`config.mk`:
```
export PLATFORM = sky130hd
export DESIGN_NAME = string_hw_avalon
export DESIGN_NICKNAME = d
export VERILOG_FILES = /design/src/rtl/string_hw_pkg.sv /design/src/rtl/string_word_fifo.sv /design/src/rtl/string_hw_avalon.sv
export SDC_FILE = /design/constraint.sdc
export NUM_CORES = 1
export LEC_CHECK = 0
export ABC_AREA = 1
export CAP_MARGIN = 30
export CORE_MARGIN = 2
export CORE_UTILIZATION = 45
export DETAILED_ROUTE_END_ITERATION = 16
export PLACE_DENSITY = 0.68
export SLEW_MARGIN = 20
export SYNTH_ARGS = -nofsm -noshare
export SYNTH_HDL_FRONTEND = slang
export SYNTH_SLANG_ARGS = --single-unit
```
`constraint.sdc`:
```
create_clock -name clk -period 6.8 [get_ports clk]
set_input_delay 1.36 -clock clk [delete_from_list [all_inputs] [get_ports clk]]
set_output_delay 1.36 -clock clk [all_outputs]
set_load 0.05 [all_outputs]
```
`src/rtl/string_hw_pkg.sv`:
```
// Shared register map and bit positions for the string accelerator word FIFO.
package string_hw_pkg;
  localparam logic [2:0] ADDR_DATA   = 3'd0;
  localparam logic [2:0] ADDR_STATUS = 3'd1;
  localparam logic [2:0] ADDR_COUNT  = 3'd2;
  localparam logic [2:0] ADDR_CTRL   = 3'd3;

  localparam int ST_EMPTY     = 0;
  localparam int ST_FULL      = 1;
  localparam int ST_OVERFLOW  = 2;
  localparam int ST_UNDERFLOW = 3;

  localparam int CTRL_FLUSH = 0;
endpackage

```
`src/rtl/string_word_fifo.sv`:
```
// Synchronous word FIFO with flush; head word is presented combinationally on dout.
module string_word_fifo #(
  parameter  int DEPTH  = 8,
  parameter  int DATA_W = 32,
  localparam int PW     = $clog2(DEPTH),
  localparam int CW     = PW + 1
) (
  input  logic              clk,
  input  logic              reset,
  input  logic              push,
  input  logic              pop,
  input  logic              flush,
  input  logic [DATA_W-1:0] din,
  output logic [DATA_W-1:0] dout,
  output logic [CW-1:0]     count,
  output logic              empty,
  output logic              full
);
  logic [DATA_W-1:0] mem_q [DEPTH];
  logic [DATA_W-1:0] mem_d [DEPTH];
  logic [PW-1:0]     wr_ptr_q, wr_ptr_d;
  logic [PW-1:0]     rd_ptr_q, rd_ptr_d;
  logic [CW-1:0]     count_q, count_d;
  logic              do_push, do_pop;

  assign empty   = (count_q == '0);
  assign full    = (count_q == CW'(DEPTH));
  assign count   = count_q;
  assign dout    = mem_q[rd_ptr_q];
  assign do_push = push & ~full;
  assign do_pop  = pop & ~empty;

  always_comb begin
    mem_d    = mem_q;
    wr_ptr_d = wr_ptr_q;
    rd_ptr_d = rd_ptr_q;
    count_d  = count_q;
    if (flush) begin
      wr_ptr_d = '0;
      rd_ptr_d = '0;
      count_d  = '0;
    end else begin
      // The Avalon decode never issues push and pop together, but keep count consistent if it did.
      if (do_push) begin
        mem_d[wr_ptr_q] = din;
        wr_ptr_d        = wr_ptr_q + PW'(1);
      end
      if (do_pop) begin
        rd_ptr_d = rd_ptr_q + PW'(1);
      end
      case ({do_push, do_pop})
        2'b10:   count_d = count_q + CW'(1);
        2'b01:   count_d = count_q - CW'(1);
        default: count_d = count_q;
      endcase
    end
  end

  always_ff @(posedge clk or posedge reset) begin
    if (reset) begin
      wr_ptr_q <= '0;
      rd_ptr_q <= '0;
      count_q  <= '0;
    end else begin
      wr_ptr_q <= wr_ptr_d;
      rd_ptr_q <= rd_ptr_d;
      count_q  <= count_d;
    end
  end

  // Storage carries no reset; stale words are unreachable once the pointers are cleared.
  always_ff @(posedge clk) begin
    mem_q <= mem_d;
  end
endmodule

```
`src/rtl/string_hw_avalon.sv`:
```
// Avalon-MM slave wrapper: register decode, zero-latency read mux and sticky error flags.
module string_hw_avalon
  import string_hw_pkg::*;
#(
  parameter  int DEPTH  = 8,
  parameter  int DATA_W = 32,
  localparam int CW     = $clog2(DEPTH) + 1
) (
  input  logic              clk,
  input  logic              reset,
  input  logic [DATA_W-1:0] writedata,
  input  logic [2:0]        address,
  output logic [DATA_W-1:0] readdata,
  input  logic              write,
  input  logic              read,
  input  logic              chipselect
);
  logic              wr_en, rd_en, rd_act;
  logic              push, pop, flush;
  logic [DATA_W-1:0] head;
  logic [CW-1:0]     count;
  logic              empty, full;
  logic              overflow_q, overflow_d;
  logic              underflow_q, underflow_d;
  logic [DATA_W-1:0] status;

  assign wr_en  = chipselect & write;
  assign rd_en  = chipselect & read;
  // A simultaneous write wins; the read then has no side effects.
  assign rd_act = rd_en & ~wr_en;

  assign push  = wr_en & (address == ADDR_DATA);
  assign pop   = rd_act & (address == ADDR_DATA);
  assign flush = wr_en & (address == ADDR_CTRL) & writedata[CTRL_FLUSH];

  string_word_fifo #(
    .DEPTH  (DEPTH),
    .DATA_W (DATA_W)
  ) u_fifo (
    .clk   (clk),
    .reset (reset),
    .push  (push),
    .pop   (pop),
    .flush (flush),
    .din   (writedata),
    .dout  (head),
    .count (count),
    .empty (empty),
    .full  (full)
  );

  always_comb begin
    overflow_d  = overflow_q;
    underflow_d = underflow_q;
    if (flush) begin
      overflow_d  = 1'b0;
      underflow_d = 1'b0;
    end else begin
      if (push && full)  overflow_d  = 1'b1;
      if (pop && empty)  underflow_d = 1'b1;
    end
  end

  always_ff @(posedge clk or posedge reset) begin
    if (reset) begin
      overflow_q  <= 1'b0;
      underflow_q <= 1'b0;
    end else begin
      overflow_q  <= overflow_d;
      underflow_q <= underflow_d;
    end
  end

  always_comb begin
    status               = '0;
    status[ST_EMPTY]     = empty;
    status[ST_FULL]      = full;
    status[ST_OVERFLOW]  = overflow_q;
    status[ST_UNDERFLOW] = underflow_q;
  end

  always_comb begin
    readdata = '0;
    if (rd_en) begin
      case (address)
        ADDR_DATA:   readdata = empty ? '0 : head;
        ADDR_STATUS: readdata = status;
        ADDR_COUNT:  readdata = DATA_W'(count);
        default:     readdata = '0;
      endcase
    end
  end
endmodule

```
==> results of run 1 <==
-- sequential cells by signal (all words and copies together), names as in the netlist --
| signal | flops |
|---|---|
| overflow_q | 1 |
| u_fifo.count | 4 |
| u_fifo.mem_q | 256 |
| u_fifo.rd_ptr_q | 3 |
| u_fifo.wr_ptr_q | 3 |
| underflow_q | 1 |
-- metal layers --
layer | global-route usage (%) | wire length [um] | up-vias
li1 | - | - | 3237
met1 | 26.3 | 10400 | 3327
met2 | 31.0 | 11000 | 224
met3 | 3.05 | 1520 | 28
met4 | 4.08 | 342 | 0
met5 | 0 | 0 | -
-- critical path: cells and delay by family --
family | cells | cell delay, ns
buf+inv | 4 | 1.81
compound gates | 2 | 0.38
simple gates | 2 | 0.34
-- kinds of logic after synthesis --
logic type      Yosys count
simple gates            256
flops                   268
xor+xnor                  3
compound gates          240
buf+inv                  74
fa+ha+maj                 3
-- through the flow --
step,instance area [um^2],total power [mW],util (%),std cells
floorplan,10700,2.75,-,844
global route,12700,4.69,54.0,1249
CTS,12700,4.49,54.0,1249
finish,12700,4.46,54.0,1250
global placement,11800,3.04,50.2,1200
detailed placement,11800,3.08,50.4,1202
-- cell type report --
type / count / area [um^2]
clock buffer: 32 / 724
tap: 319 / 399
multi-input combinational: 502 / 2470
sequential: 268 / 7990
fill: 1926 / 10800
timing repair buffer: 89 / 871
inverter: 24 / 91.3
antenna: 1 / 2.50
clock inverter: 15 / 123
-- final timing paths --
path / start / end / slack, ns / depth (start not counted)
worst max-delay path: address[1] / readdata[10] / 1.54 / 8
worst min-delay path: overflow_q / overflow_q / 0.50 / 1
worst max register to register: u_fifo.count[0] / u_fifo.mem_q[58] / 3.94 / 7
worst min register to register: overflow_q / overflow_q / 0.50 / 1
max in group asynchronous: reset / u_fifo.rd_ptr_q[0] / 5.26 / 2
min in group asynchronous: reset / underflow_q / 1.16 / 2
-- report_power, final --
part	leakage (nW)	internal [mW]	switching, mW
Sequential	2.45	1.86	0.0817
Clock	0.425	0.829	0.579
Combinational	1.27	0.338	0.776
-- cell usage in the layout, fill, tap and decap left out, drive strengths merged, types with 13 or more instances in the layout --
cell           netlist  layout
buf                 26      18
a31oi               30      30
clkinv               0      13
clkdlybuf4s50        0      71
o21ai              167     167
edfxtp             256     256
clkbuf              24      32
nor2               200     200
inv                 24      24
nand3               18      18
o22ai               28      28
nand2               28      28
-- cells in the mapped netlist, types with 3 or more instances --
cell type  count
ha_1           3
nand2_1       26
buf_4          4
clkbuf_1      24
edfxtp_1     256
buf_2         17
a31oi_1       30
nor2_1       199
inv_2          9
nand3_1       16
dfrtp_1       12
inv_1         15
o211ai_1       4
o21ai_0      125
o21ai_1       41
o22ai_1       28
xor2_1         3
o221ai_1       5
nor3_1         5
buf_1          3
==> impl_metrics.env, run 1 <==
export IMPL_status="finished clean"
export IMPL_cts_sinks=268
export IMPL_synthDominantCellAreaShare_pct=71.6
export IMPL_fin_ws_ns=1.54
export IMPL_route_detailed_drc=0
export IMPL_fin_crit_ns=5.26
export IMPL_cp_common_cell="clkdlybuf4s50_1"
export IMPL_synth_seq_area_share_pct=74.4
export IMPL_yosysTopAreaCell="edfxtp_1"
export IMPL_vias_per_cell=5.45
export IMPL_setup_viol=0
export IMPL_cts_inserted_buffers=26
export IMPL_insertion_delay_ns=0.52
export IMPL_synth_area_leaders="edfxtp_1, nor2_1, o21ai_0"
export IMPL_ant_nets=0
export IMPL_die_area_um2=25100
export IMPL_path_clk_slew_ns=0.06
export IMPL_cap_violations=0
export IMPL_holdBufCountCts=0
export IMPL_worstPathArrival_ns=3.90
export IMPL_gp_congestion=0.773
export IMPL_synth_edf_count=256
export IMPL_finalClockSkew_ns=0.0143
export IMPL_dr_pass1_iters=5
export IMPL_vdd_drop_max_uv=255
export IMPL_cpPeakStageDelay_ns=0.86
export IMPL_grt_overflow_total=0
export IMPL_syn_num_nets=887
export IMPL_synth_cells=844
export IMPL_hold_slack_ns=0.503
export IMPL_synth_seq_cells=268
export IMPL_muxShareOfSynthArea_pct=0
export IMPL_rows=56
export IMPL_drtIter0Drc=608
export IMPL_criticalPathCategory="in2out"
export IMPL_hold_class="reg2reg"
export IMPL_post_cts_buffers=0
export IMPL_worst_path_max_delay_cell="clkdlybuf4s50_1"
export IMPL_portBuffers=71
export IMPL_synth_compound_area_share_pct=12.3
export IMPL_rsz0062_at_grt="no"
export IMPL_yosys_area_share_simple_pct=9.70
export IMPL_synth_area_um2=10700
export IMPL_p_per_area_nw_per_um2=352
export IMPL_crit_fanout=28
export IMPL_p_leak_nw=4.15
export IMPL_critPathRequiredTime_ns=5.44
export IMPL_grt_first_pass_wirelength_um=36100
export IMPL_syn_to_final_growth_pct=18.0
export IMPL_wl_per_cell_um=18.6
export IMPL_tightest_slew_ns=0.949
export IMPL_cp_end_kind="output port"
export IMPL_syn_area_per_cell_um2=12.7
export IMPL_coreArea_um2=23500
export IMPL_dieHeight_um=159
export IMPL_dr_total_vias=6816
export IMPL_finalNetCount=954
export IMPL_synth_xor_area_share_pct=0.245
export IMPL_fin_setup_tns_ns=0
export IMPL_cts_max_level=1
export IMPL_synth_fa_ha_area_share_pct=0.349
export IMPL_clock_tree_buffer_depth=3
export IMPL_grt_util_all_layers_pct=18.7
export IMPL_drive_above_1_share_pct=9.35
export IMPL_ctsResizeCount=0
export IMPL_worstPathCellList="clkdlybuf4s50_1 > inv_1 > nand3_2 > nor3_4 > buf_4 > o21ai_1 > a31oi_1 > clkdlybuf4s50_1"
export IMPL_start_util_pct=45.8
export IMPL_wl_um=23200
export IMPL_die_x_um=159
export IMPL_grt_max_degree=93
export IMPL_fin_crit_sh_pct=77.4
export IMPL_slew_headroom_pct=36.7
export IMPL_start_kind="input port"
export IMPL_clockRootBuffer="clkbuf_16"
export IMPL_async_flop_share_pct=4.48
export IMPL_hpwlAfterDp_um=12700
export IMPL_fmax_mhz=190
export IMPL_synth_main_ff_cell="edfxtp_1"
export IMPL_synth_top_family_by_area="compound AO/OA/AOI/OAI gates"
export IMPL_cts_tree="done"
export IMPL_hold_viol_final=0
export IMPL_grt_pass1_vias=6687
export IMPL_antenna_found_initial=1
export IMPL_slew_viol_final=0
export IMPL_yosys_warnings=0
export IMPL_ys_types=33
export IMPL_ios=72
export IMPL_preCtsSetupSlack_ns=1.52
Power figures use the tool's default switching activity.
==> run 2: changes to the inputs <==
==> constraint.sdc (replaced) <==
create_clock -name clk -period 5 [get_ports clk]
set_input_delay 1 -clock clk [delete_from_list [all_inputs] [get_ports clk]]
set_output_delay 1 -clock clk [all_outputs]
set_load 0.05 [all_outputs]
==> run 2 against run 1 <==
Compared with the run above:
- worst hold slack got worse by 0.0014 ns
- combinational power grew 33%
- critical path depth is 1 lower
- total power is 43% higher
- non-clock buffer count increased by 3
- first-iteration DRC count fell by 11%
- cell area is 3.2% higher
- clock-buffer cell count rose by 3
- largest cell class unchanged
- highest routed layer is now met5
==> impl_metrics.env, run 2 (synthesized netlist as in run 1, its figures left out) <==
export IMPL_wl_per_cell_um=18.5
export IMPL_internal_power_mw=4.37
export IMPL_nFillCells=1868
export IMPL_fin_setup_tns_ns=0
export IMPL_ctsResizeCount=0
export IMPL_post_place_cells=1205
export IMPL_hold_viol_final=0
export IMPL_gp_congestion=0.754
export IMPL_die_area_um2=25100
export IMPL_grt_first_pass_wirelength_um=35900
export IMPL_status="finished clean"
export IMPL_fmax_mhz=230
export IMPL_tightest_slew_ns=0.828
export IMPL_finalNonFillerCells=1256
export IMPL_finalClockSkew_ns=0.0119
export IMPL_fin_util_pct=55.7
export IMPL_insertion_delay_ns=0.53
export IMPL_crit_fanout=5
export IMPL_syn_to_final_growth_pct=21.8
export IMPL_vias_per_cell=5.47
export IMPL_largest_reg_flops=256
export IMPL_clockRootBuffer="clkbuf_16"
export IMPL_layout_common_cells="edfxtp_1, nor2_1, o21ai_0"
export IMPL_seq_power_share_pct=42.1
export IMPL_cts_inserted_buffers=27
export IMPL_start_util_pct=45.8
export IMPL_setup_viol=0
export IMPL_portBuffers=71
export IMPL_worstPathArrival_ns=3.36
export IMPL_post_cts_buffers=0
export IMPL_cp_end_kind="output port"
export IMPL_grt_pass1_vias=6601
export IMPL_hold_class="reg2reg"
export IMPL_vdd_drop_max_uv=307
export IMPL_clock_tree_buffer_depth=3
export IMPL_grt_util_all_layers_pct=18.8
export IMPL_hold_slack_ns=0.501
export IMPL_hpwlAfterDp_um=12900
export IMPL_p_leak_nw=4.35
export IMPL_seqCellArea_um2=7990
export IMPL_slew_headroom_pct=44.8
export IMPL_start_kind="input port"
export IMPL_p_per_area_nw_per_um2=486
export IMPL_die_x_um=159
export IMPL_dieHeight_um=159
export IMPL_cts_tree="done"
export IMPL_p_sw_mw=1.98
export IMPL_pwr_share_clk_pct=34.6
export IMPL_coreArea_um2=23500
export IMPL_cts_max_level=1
export IMPL_multi_input_area_um2=2470
export IMPL_fin_crit_sh_pct=87.1
export IMPL_rows=56
export IMPL_drive_above_1_share_pct=12.9
export IMPL_grt_overflow_total=0
export IMPL_holdBufCountCts=0
export IMPL_dr_total_vias=6871
export IMPL_route_detailed_drc=0
export IMPL_criticalPathCategory="in2out"
export IMPL_drtIter0Drc=542
export IMPL_grt_max_degree=63
export IMPL_dr_pass1_iters=5
export IMPL_ios=72
export IMPL_final_common_cell="edfxtp_1"
export IMPL_antenna_found_initial=2
export IMPL_ant_nets=0
export IMPL_cts_sinks=268
export IMPL_cap_violations=0
export IMPL_path_clk_slew_ns=0.06
export IMPL_top_register="u_fifo.mem_q"
export IMPL_sw_frac_of_total_pct=31.2
export IMPL_p_comb_share_pct=23.2
export IMPL_finalPower_mw=6.36
export IMPL_slew_viol_final=0
export IMPL_rsz0062_at_grt="no"
export IMPL_wl_um=23300
export IMPL_fin_crit_ns=4.36
export IMPL_finalNetCount=958
export IMPL_critPathRequiredTime_ns=4.00
-- run 2: cell types whose count changed in the layout (fill, tap and decap cells not counted) --
| cell | change |
|---|---|
| clkinv_1 | -3 |
| clkdlybuf4s50_1 | -28 |
| clkbuf_1 | +3 |
| clkinv_2 | -2 |
| buf_4 | +6 |
| buf_12 | +25 |
| bufinv_16 | +5 |
-- run 2: worst paths after layout --
kind / startpoint / end / slack [ns] / cells after the start
worst max-delay path: address[1] / readdata[3] / 0.64 / 7
min in group asynchronous: reset / u_fifo.wr_ptr_q[2] / 0.80 / 2
worst min-delay path: underflow_q / underflow_q / 0.50 / 1
worst max register to register: u_fifo.count[0] / u_fifo.mem_q[168] / 2.34 / 7
worst min register to register: underflow_q / underflow_q / 0.50 / 1
max in group asynchronous: reset / u_fifo.rd_ptr_q[0] / 3.83 / 2
-- run 2: final cells by class --
class                      instances  area share, %
inverter                          24          0.698
sequential                       268           61.1
antenna                            1         0.0191
clock buffer                      35           5.62
clock inverter                    15           1.92
timing repair buffer              92           8.68
multi-input combinational        502           18.9
tap                              319           3.05
-- run 2: routing by layer --
metal	track usage, %	share of wire [%]	up-vias
li1	-	-	3253
met1	25.7	44	3369
met2	30.3	47	205
met3	3.89	6.0	42
met4	5.92	2.3	2
met5	0	0.047	-
-- run 2: metrics by stage --
step,setup WS (ns),area (um^2)
2_1_floorplan,0.651,10700
3_3_place_gp,0.649,12100
3_5_place_dp,0.636,12100
4_1_cts,0.635,13100
5_1_grt,0.498,13100
6_report,0.644,13100
-- run 2: critical path, stage by stage --
cell,delay [ns]
clkdlybuf4s50_1,0.46
inv_1,0.11
nand3_2,0.16
nor2_1,0.36
o211ai_1,0.23
a31oi_1,0.21
clkdlybuf4s50_1,0.83
-- run 2: power groups by stage --
stage	combinational [mW]	clock (mW)	sequential (mW)
global placement	1.47	0	2.72
global route	1.65	2.32	2.69
finish	1.48	2.20	2.68
CTS	1.49	2.23	2.68
detailed placement	1.48	0	2.73
floorplan	1.13	0	2.61
==> run 3: changes to the inputs <==
--- a/config.mk
+++ b/config.mk
@@ -7,7 +7,7 @@
 export LEC_CHECK = 0
 export ABC_AREA = 1
 export CAP_MARGIN = 30
-export CORE_MARGIN = 2
+export CORE_MARGIN = 10
 export CORE_UTILIZATION = 45
 export DETAILED_ROUTE_END_ITERATION = 16
 export PLACE_DENSITY = 0.68
==> run 3 against run 2 <==
Compared with the run above:
- non-clock buffer count stayed put
- cell count hardly changed
- clock skew is essentially flat
- combinational power rose by 5%
- sequential share of layout area is 2.0 points higher
- worst setup slack got worse by 0.23 ns
- wire length up 5.1%
- critical path depth unchanged
- largest cell class unchanged
- fmax shrank 5.0%
==> impl_metrics.env, run 3 (synthesized netlist as in run 1, its figures left out) <==
export IMPL_ios=72
export IMPL_worstPathArrival_ns=3.58
export IMPL_crit_fanout=10
export IMPL_fin_crit_sh_pct=91.7
export IMPL_reg2reg_setup_slack_ns=2.42
export IMPL_fin_crit_ns=4.58
export IMPL_path_clk_slew_ns=0.06
export IMPL_grt_overflow_total=0
export IMPL_rsz0062_at_grt="no"
export IMPL_cts_max_level=1
export IMPL_cts_inserted_buffers=28
export IMPL_layout_common_cells="edfxtp_1, nor2_1, o21ai_0"
export IMPL_p_leak_nw=4.20
export IMPL_grt_first_pass_wirelength_um=37900
export IMPL_clockRootBuffer="clkbuf_16"
export IMPL_finalNonFillerCells=1257
export IMPL_worstPathCellList="clkdlybuf4s50_1 > inv_1 > nand3_2 > nor3_4 > o21ai_1 > a31oi_1 > clkdlybuf4s50_1"
export IMPL_drtIter0Drc=515
export IMPL_gp_congestion=0.795
export IMPL_p_per_area_nw_per_um2=482
export IMPL_dr_pass1_iters=4
export IMPL_post_place_cells=1204
export IMPL_grt_pass1_vias=6607
export IMPL_ant_nets=0
export IMPL_hold_viol_final=0
export IMPL_largest_reg_flops=256
export IMPL_finalClockSkew_ns=0.0119
export IMPL_slew_headroom_pct=38.2
export IMPL_dpl_cell_area_um2=11800
export IMPL_drive_above_1_share_pct=11.5
export IMPL_die_x_um=175
export IMPL_start_util_pct=45.8
export IMPL_cpPeakStageDelay_ns=0.83
export IMPL_tightest_slew_ns=0.927
export IMPL_fin_util_pct=54.0
export IMPL_vias_per_cell=5.42
export IMPL_holdBufCountCts=0
export IMPL_setup_viol=0
export IMPL_ctsResizeCount=0
export IMPL_antenna_found_initial=3
export IMPL_wl_um=24500
export IMPL_cap_violations=0
export IMPL_criticalPathCategory="in2out"
export IMPL_hold_class="reg2reg"
export IMPL_critPathRequiredTime_ns=4.00
export IMPL_die_area_um2=30500
export IMPL_post_cts_buffers=0
export IMPL_cp_common_cell="clkdlybuf4s50_1"
export IMPL_hold_slack_ns=0.515
export IMPL_hpwlAfterDp_um=13200
export IMPL_cts_sinks=268
export IMPL_nFillCells=1955
export IMPL_fmax_mhz=218
export IMPL_rows=56
export IMPL_path_buf_inv=3
export IMPL_critical_path_top_delay_family="buffers and inverters"
export IMPL_finalNetCount=959
export IMPL_grt_util_all_layers_pct=15.6
export IMPL_insertion_delay_ns=0.54
export IMPL_cp_end_kind="output port"
export IMPL_start_kind="input port"
export IMPL_fin_setup_tns_ns=0
export IMPL_dr_total_vias=6807
export IMPL_clock_tree_buffer_depth=3
export IMPL_syn_to_final_growth_pct=18.0
export IMPL_route_detailed_drc=0
export IMPL_final_common_cell="edfxtp_1"
export IMPL_worst_path_max_delay_cell="clkdlybuf4s50_1"
export IMPL_status="finished clean"
export IMPL_dieHeight_um=175
export IMPL_wl_per_cell_um=19.5
export IMPL_portBuffers=71
export IMPL_coreArea_um2=23500
export IMPL_grt_max_degree=89
export IMPL_vdd_drop_max_uv=377
export IMPL_stdcell_area_um2=12700
export IMPL_cts_tree="done"
export IMPL_top_register="u_fifo.mem_q"
export IMPL_slew_viol_final=0
[run 3: cell types whose count changed in the layout (fill, tap and decap cells not counted), moves of 5 or more]
cell             change
buf_4               +17
clkdlybuf4s50_1      +8
buf_12              -25
bufinv_16            -5
[run 3: final cells by class]
type                    count  area [um^2]  area share (%)
clock buffers              36          731            5.77
well taps                 319          399            3.15
repair buffers             92          843            6.65
clock inverters            15          140            1.11
diodes                      1         2.50          0.0197
multi-input cells         502         2470            19.5
inverters                  24         91.3           0.721
flip-flops and latches    268         7990            63.1
[run 3: stage by stage]
stage | total power, mW | setup WS [ns]
floorplan | 3.74 | 0.651
global route | 6.44 | 0.300
finish | 6.10 | 0.416
detailed placement | 4.19 | 0.445
CTS | 6.15 | 0.428
global placement | 4.17 | 0.495
[run 3: worst paths after layout]
check | endpoint | start | cells past startpoint
setup / recovery | readdata[8] | address[1] | 7
max in group asynchronous | u_fifo.rd_ptr_q[0] | reset | 2
hold reg to reg | underflow_q | underflow_q | 1
hold / removal | underflow_q | underflow_q | 1
setup reg to reg | u_fifo.mem_q[59] | u_fifo.count[1] | 7
min in group asynchronous | u_fifo.wr_ptr_q[1] | reset | 2
[run 3: worst reg2reg max path, cell delays in order, from the launching register on]
cell and delay [ns]:
dfrtp_1 0.43, nor2_1 0.11, inv_1 0.08, nor3_2 0.05, nor3_2 0.30, nand2_1 0.29, nor3_2 0.70, buf_12 0.31
[run 3: routing by layer]
layer | wire, um | share of wire, % | GRT usage, %
met1 | 10800 | 44 | 20.8
met4 | 475 | 1.9 | 4.03
met3 | 1420 | 5.8 | 3.03
met5 | 15 | 0.061 | 0
met2 | 11800 | 48 | 25.6
[run 3: power by group]
part	leakage [nW]	switching, mW	internal, mW
clock	0.422	0.812	1.14
sequential	2.45	0.0833	2.52
combinational	1.32	1.09	0.455
